<file path="src/rtl/t03_dpu_frame_sync_if.sv">
// CPU-side write bus for the DPU frame-synchronous register block.
// The requester holds wr_en/addr/wdata until it sees a one-cycle ack.
interface t03_dpu_frame_sync_if;
   logic        wr_en;
   logic [31:0] addr;
   logic [31:0] wdata;
   logic        ack;

   modport master (output wr_en, output addr, output wdata, input ack);
   modport slave  (input wr_en, input addr, input wdata, output ack);
endinterface

</file>
<file path="src/rtl/t03_dpu_frame_sync.sv">
// Shadow/active register controller for the DPU: CPU writes land in shadow
// registers and are copied to the active set only at the start of vblank after a commit.
module t03_dpu_frame_sync #(
   parameter logic [31:0] BASE_ADDR   = 32'hFF000000,
   parameter logic [10:0] VBLANK_LINE = 11'd600,
   parameter logic [3:0]  HEALTH_INIT = 4'd9,
   parameter logic [10:0] X1_INIT     = 11'd100,
   parameter logic [10:0] X2_INIT     = 11'd500,
   parameter logic [10:0] X_MAX       = 11'd639,
   parameter logic [10:0] Y_MAX       = 11'd500
) (
   input  logic                   clk,
   input  logic                   rst,
   input  logic [10:0]            Vcnt,
   t03_dpu_frame_sync_if.slave    bus,
   output logic                   busy,
   output logic [2:0]             gameState,
   output logic [1:0]             p1State,
   output logic [1:0]             p2State,
   output logic [3:0]             p1health,
   output logic [3:0]             p2health,
   output logic [10:0]            x1,
   output logic [10:0]            x2,
   output logic [10:0]            y1,
   output logic [10:0]            y2,
   output logic                   p1Left,
   output logic                   p2Left,
   output logic                   commit_done,
   output logic [7:0]             frame_count
);

   typedef enum logic [1:0] {
      ST_IDLE    = 2'd0,
      ST_PENDING = 2'd1,
      ST_COMMIT  = 2'd2
   } state_t;

   localparam logic [3:0] OFF_GAME   = 4'd0;
   localparam logic [3:0] OFF_COMMIT = 4'd5;

   state_t      state_q;
   logic        ack_q;
   logic        busy_q;
   logic        commit_done_q;
   logic [7:0]  frame_count_q;
   logic [10:0] vcnt_prev_q;

   logic [2:0]  sh_game_q;
   logic [2:0]  act_game_q;

   logic        hit;
   logic        accept;
   logic        vblank_start;
   logic        do_copy;
   logic [3:0]  offset;
   logic [3:0]  health_d;
   logic [10:0] x_d;
   logic [10:0] y_d;
   logic        unused_wdata;

   assign offset       = bus.addr[3:0];
   assign hit          = (bus.addr[31:4] == BASE_ADDR[31:4]);
   // The !ack_q term keeps a held request from being written twice.
   assign accept       = bus.wr_en && hit && (state_q == ST_IDLE) && !ack_q;
   assign vblank_start = (Vcnt == VBLANK_LINE) && (vcnt_prev_q != VBLANK_LINE);
   assign do_copy      = (state_q == ST_PENDING) && vblank_start;

   assign health_d = (bus.wdata[5:2] > HEALTH_INIT) ? HEALTH_INIT : bus.wdata[5:2];
   assign x_d      = (bus.wdata[10:0] > X_MAX) ? X_MAX : bus.wdata[10:0];
   assign y_d      = (bus.wdata[26:16] > Y_MAX) ? Y_MAX : bus.wdata[26:16];

   assign unused_wdata = ^{bus.wdata[31:27], bus.wdata[15:11]};

   always_ff @(posedge clk) begin
      if (rst) begin
         state_q       <= ST_IDLE;
         ack_q         <= 1'b0;
         busy_q        <= 1'b0;
         commit_done_q <= 1'b0;
         frame_count_q <= 8'd0;
         vcnt_prev_q   <= 11'd0;
      end else begin
         ack_q       <= accept;
         vcnt_prev_q <= Vcnt;
         if (vblank_start) begin
            frame_count_q <= frame_count_q + 8'd1;
         end
         case (state_q)
            ST_IDLE: begin
               commit_done_q <= 1'b0;
               if (accept && (offset == OFF_COMMIT)) begin
                  state_q <= ST_PENDING;
                  busy_q  <= 1'b1;
               end
            end
            ST_PENDING: begin
               if (vblank_start) begin
                  state_q       <= ST_COMMIT;
                  commit_done_q <= 1'b1;
               end
            end
            ST_COMMIT: begin
               state_q       <= ST_IDLE;
               busy_q        <= 1'b0;
               commit_done_q <= 1'b0;
            end
            default: begin
               state_q       <= ST_IDLE;
               busy_q        <= 1'b0;
               commit_done_q <= 1'b0;
            end
         endcase
      end
   end

   always_ff @(posedge clk) begin
      if (rst) begin
         sh_game_q  <= 3'd0;
         act_game_q <= 3'd0;
      end else begin
         if (accept && (offset == OFF_GAME)) begin
            sh_game_q <= bus.wdata[2:0];
         end
         if (do_copy) begin
            act_game_q <= sh_game_q;
         end
      end
   end

   // Player 0 owns offsets 1/3, player 1 owns offsets 2/4.
   for (genvar gi = 0; gi < 2; gi++) begin : g_player
      localparam logic [3:0]  ST_OFF   = 4'(gi + 1);
      localparam logic [3:0]  POS_OFF  = 4'(gi + 3);
      localparam logic [10:0] X_RST    = (gi == 0) ? X1_INIT : X2_INIT;
      localparam logic        LEFT_RST = (gi == 1);

      logic [1:0]  sh_state_q,  act_state_q;
      logic [3:0]  sh_health_q, act_health_q;
      logic        sh_left_q,   act_left_q;
      logic [10:0] sh_x_q,      act_x_q;
      logic [10:0] sh_y_q,      act_y_q;

      always_ff @(posedge clk) begin
         if (rst) begin
            sh_state_q   <= 2'd0;
            sh_health_q  <= HEALTH_INIT;
            sh_left_q    <= LEFT_RST;
            sh_x_q       <= X_RST;
            sh_y_q       <= 11'd0;
            act_state_q  <= 2'd0;
            act_health_q <= HEALTH_INIT;
            act_left_q   <= LEFT_RST;
            act_x_q      <= X_RST;
            act_y_q      <= 11'd0;
         end else begin
            if (accept && (offset == ST_OFF)) begin
               sh_state_q  <= bus.wdata[1:0];
               sh_health_q <= health_d;
               sh_left_q   <= bus.wdata[6];
            end
            if (accept && (offset == POS_OFF)) begin
               sh_x_q <= x_d;
               sh_y_q <= y_d;
            end
            if (do_copy) begin
               act_state_q  <= sh_state_q;
               act_health_q <= sh_health_q;
               act_left_q   <= sh_left_q;
               act_x_q      <= sh_x_q;
               act_y_q      <= sh_y_q;
            end
         end
      end
   end

   assign bus.ack     = ack_q;
   assign busy        = busy_q;
   assign commit_done = commit_done_q;
   assign frame_count = frame_count_q;
   assign gameState   = act_game_q;

   assign p1State  = g_player[0].act_state_q;
   assign p2State  = g_player[1].act_state_q;
   assign p1health = g_player[0].act_health_q;
   assign p2health = g_player[1].act_health_q;
   assign p1Left   = g_player[0].act_left_q;
   assign p2Left   = g_player[1].act_left_q;
   assign x1       = g_player[0].act_x_q;
   assign x2       = g_player[1].act_x_q;
   assign y1       = g_player[0].act_y_q;
   assign y2       = g_player[1].act_y_q;

endmodule

</file>
<file path="src/flat_wrapper.sv">
// flat-port wrapper written by rule: the top's interface ports become plain ports
module t03_dpu_frame_sync_flat 
#(
   parameter logic [31:0] BASE_ADDR   = 32'hFF000000,
   parameter logic [10:0] VBLANK_LINE = 11'd600,
   parameter logic [3:0]  HEALTH_INIT = 4'd9,
   parameter logic [10:0] X1_INIT     = 11'd100,
   parameter logic [10:0] X2_INIT     = 11'd500,
   parameter logic [10:0] X_MAX       = 11'd639,
   parameter logic [10:0] Y_MAX       = 11'd500
)
  (clk, rst, Vcnt, busy, gameState, p1State, p2State, p1health, p2health, x1, x2, y1, y2, p1Left, p2Left, commit_done, frame_count, bus_wr_en, bus_addr, bus_wdata, bus_ack);
  t03_dpu_frame_sync_if bus_i ();
  input  logic clk;
  input  logic rst;
  input  logic [10:0] Vcnt;
  output logic busy;
  output logic [2:0] gameState;
  output logic [1:0] p1State;
  output logic [1:0] p2State;
  output logic [3:0] p1health;
  output logic [3:0] p2health;
  output logic [10:0] x1;
  output logic [10:0] x2;
  output logic [10:0] y1;
  output logic [10:0] y2;
  output logic p1Left;
  output logic p2Left;
  output logic commit_done;
  output logic [7:0] frame_count;
  input wire logic [$bits(bus_i.wr_en)-1:0] bus_wr_en;
  input wire logic [$bits(bus_i.addr)-1:0] bus_addr;
  input wire logic [$bits(bus_i.wdata)-1:0] bus_wdata;
  output wire logic [$bits(bus_i.ack)-1:0] bus_ack;
  assign bus_i.wr_en = bus_wr_en;
  assign bus_i.addr = bus_addr;
  assign bus_i.wdata = bus_wdata;
  assign bus_ack = bus_i.ack;
  t03_dpu_frame_sync #(.BASE_ADDR(BASE_ADDR), .VBLANK_LINE(VBLANK_LINE), .HEALTH_INIT(HEALTH_INIT), .X1_INIT(X1_INIT), .X2_INIT(X2_INIT), .X_MAX(X_MAX), .Y_MAX(Y_MAX)) u_core (.clk(clk), .rst(rst), .Vcnt(Vcnt), .bus(bus_i), .busy(busy), .gameState(gameState), .p1State(p1State), .p2State(p2State), .p1health(p1health), .p2health(p2health), .x1(x1), .x2(x2), .y1(y1), .y2(y2), .p1Left(p1Left), .p2Left(p2Left), .commit_done(commit_done), .frame_count(frame_count));
endmodule
</file>
<file path="config.mk">
export PLATFORM = sky130hd
export DESIGN_NAME = t03_dpu_frame_sync_flat
export DESIGN_NICKNAME = d
export VERILOG_FILES = /design/src/rtl/t03_dpu_frame_sync_if.sv /design/src/rtl/t03_dpu_frame_sync.sv /design/src/flat_wrapper.sv
export SDC_FILE = /design/constraint.sdc
export NUM_CORES = 1
export LEC_CHECK = 0
export BUFFER_PORTS_ARGS = -buffer_cell sky130_fd_sc_hd__buf_2
export CAP_MARGIN = 20
export CORE_MARGIN = 4
export CORE_UTILIZATION = 28
export CTS_CLUSTER_DIAMETER = 50
export DETAILED_ROUTE_END_ITERATION = 12
export GPL_ROUTABILITY_DRIVEN = 0
export PLACE_DENSITY_LB_ADDON = 0.2
export SLEW_MARGIN = 20
export SYNTH_ARGS = -nofsm -noshare
export SYNTH_HDL_FRONTEND = slang
export SYNTH_SLANG_ARGS = --single-unit
</file>
<file path="constraint.sdc">
create_clock -name clk -period 2.2 [get_ports clk]
set_input_delay 0.33 -clock clk [delete_from_list [all_inputs] [get_ports clk]]
set_output_delay 0.33 -clock clk [all_outputs]
set_load 0.01 [all_outputs]
</file>
==> impl_results.md <==
- Status: finished clean
- Setup TNS: 0 ns
- First-pass GRT wire length: 23.7 mm
- Die Y: 156 um
- WL/cell: 14.5 um
- CTS tree: done
- Most frequent cells in the layout: dfxtp_1 (146), buf_2 (138), mux2i_1 (116)
- Predominant post-synthesis flop cell: dfxtp_1
- Netlist cell types: 49
- Final Non-Filler Cells: 990
- Synth Instances: 563
- Reg area: 2920 sq um
- P per Cell Area: 741 nW/um^2
- Max clock buf depth: 2
- DR vias/cell: 4.48
- NumNets Final: 781
- Worst vdd ir: 0.445 mV
- Pre-CTS setup slack: 0.164 ns
- Fillcell total: ~2,100
- Final Max Tran Viols: 0
- CTS hold repair buffers: 0
- Vias in the first global route: 4,655
- Starting density of the core: roughly 29%
- Worst skew pair latency: 0.42 ns
- CTS Buf Count: 17
- Multi-input gate area: 2960 sq um
- H-tree levels: 4
- Clock Skews: 0.0196 ns
- Kind of critical path: reg2reg
- Placed cell count: 958
- Final Hold Viols: 0
- Die X: 156 um
- Leak: 3.18 nW
- Core area: 21,300 sq um
- CTS sink cnt: 146
- Syn Area/Cell: 10.9 sq um
- Number of synthesized flops with an enable pin: 0
- RSZ-0062 raised after global routing: no
- Post_cts resized: 0
- Antenna cells: 0
- Commonest non-fill, non-tap cell in the layout: dfxtp_1
- Die footprint: 24,300 sq um
- First-pass DRT Iterations: 4
- Slew @ Worst Pin: 0.724 ns
- Min-Delay Path Class: in2reg
- Largest net degree at the start of global routing: 75
- Tcrit/Tclk final: 80.0%
- Syn Nets: 642
- Fmax: roughly 570 MHz
- Post-DP HPWL: roughly 10 mm
- Vias after detailed routing: 4,440
- Row Count: 53
- Port Buffer Count: 139
- CTS root buffer: clkbuf_16
- Crit path capture type: flop
- Post-DP Area: 7100 sq um
- Total global routing overflow: 0
- Critical path launch point type: flop
- Area delta synth->final: 25.3%
- Register area share after synthesis: 47.7%
- Critical path data arrival time: just over 2 ns
- Post-synthesis async set-or-reset flop share: 0%
- Initial antenna violation count: 0
- Setup slack after layout: 0.439 ns
- Syn. warnings: 0
- Gr usage total: 12.2%
- CP Data Required Time: 2.50 ns
- Worst hold slack: 0.136 ns
- Slew headroom: 51.7%
- I/O pin total: 150
- Final-report setup violation count: 0
- Post-route ant nets: 0
- Worst-path clk slew: around 0.06 ns
- Mapped cell area: 6120 sq um
- Share of layout cells above drive strength 1: 29.9%
- Final Cell Area: around 7700 sq um
- Routed wire length: around 14 mm
- DR DRC count: 0
- Max Cap Viol: 0
- Fin crit period: 1.76 ns
- CP max FO: 22
- Flops & latches, synth: 146
- Post-CTS setup buffer count: 0
- Starting DRC count in detailed routing: 157
power breakdown:
part	internal (mW)	total, mW	switching (mW)	leakage (nW)
clock network	1.64	2.79	1.14	0.278
logic	0.120	0.241	0.121	1.72
registers	2.65	2.66	0.00292	1.18
kinds of logic after synthesis:
| logic type | count (synthesis) | synth area share, % |
|---|---|---|
| compound gates | 27 | 3.07 |
| mux | 120 | 19.7 |
| fa+ha+maj | 1 | 0.204 |
| flops | 146 | 47.7 |
| simple gates | 230 | 25.3 |
| buf+inv | 39 | 3.96 |
flip-flops by register name, indices dropped and copies added, names as in the netlist, 3 cells and up:
| signal | cells |
|---|---|
| u_core.g_player.sh_x_q | 22 |
| u_core.g_player.sh_state_q | 4 |
| u_core.vcnt_prev_q | 11 |
| u_core.x2 | 11 |
| u_core.p2health | 4 |
| u_core.x1 | 11 |
| u_core.g_player.sh_health_q | 8 |
| u_core.frame_count | 8 |
| u_core.sh_game_q | 3 |
| u_core.y2 | 11 |
| u_core.p1health | 4 |
| u_core.gameState | 3 |
| u_core.y1 | 11 |
| u_core.g_player.sh_y_q | 22 |
per-stage QoR:
stage                     utilization [%]  power (mW)
after floorplan                         -        2.84
after global placement               33.4        2.96
after detailed placement             33.4        2.96
after CTS                            36.0        5.78
after global routing                 36.0        5.93
final                                36.0        5.68
path summary, 6_finish.rpt:
path,slack (ns),cells past startpoint,start,to
worst max-delay path,0.44,5,u_core.state_q[0],u_core.g_player[1].sh_y_q[10]
worst min-delay path,0.14,2,Vcnt[3],u_core.vcnt_prev_q[3]
worst min register to register,0.46,2,u_core.busy,u_core.busy
worst max register to register,0.44,5,u_core.state_q[0],u_core.g_player[1].sh_y_q[10]
worst max-delay path, stage by stage (launching register included):
cell and delay [ns]:
dfxtp_1 0.36, nor4_4 0.33, and4_1 0.32, nand4b_2 0.11
buf_4 0.28, and3b_1 0.22
cell type report:
type                            instances  area share (%)
Clock inverter                         12            1.40
Sequential cell                       146            38.1
Tap cell                              275            4.48
Multi-Input combinational cell        378            38.6
Clock buffer                           20            6.08
Inverter                                4           0.196
Timing Repair Buffer                  155            11.2
Yosys cell counts, drive strengths merged, types with 2 or more instances:
master	number	area (sq um)
a21boi	2	15.0
or3b	2	17.5
nand2b	101	632
inv	4	15.0
nor3b	7	52.6
nor4	7	110
mux2i	116	1160
nand3	7	35.0
nand4b	5	50.0
buf	13	145
mux2	4	45.0
o21ai	4	20.0
o21a	2	15.0
and3b	3	26.3
dfxtp	146	2920
nor3	11	82.6
nor2b	17	106
a21oi	4	20.0
nor4b	3	62.6
nand4	8	71.3
and3	4	25.0
o21bai	10	75.1
nor2	44	165
and4	2	17.5
clkbuf	22	82.6
and4bb	3	37.5
layer usage:
metal / wire, um / part of all wire, % / track usage (%) / vias to the layer above
met5: 0 / 0 / 0 / -
met4: 177 / 1.2 / 4.09 / 0
met3: 785 / 5.5 / 3.63 / 12
met2: 7150 / 50 / 20.8 / 96
met1: 6280 / 44 / 14.7 / 2113
li1: - / - / - / 2219
(Power assumes the default switching activity.)
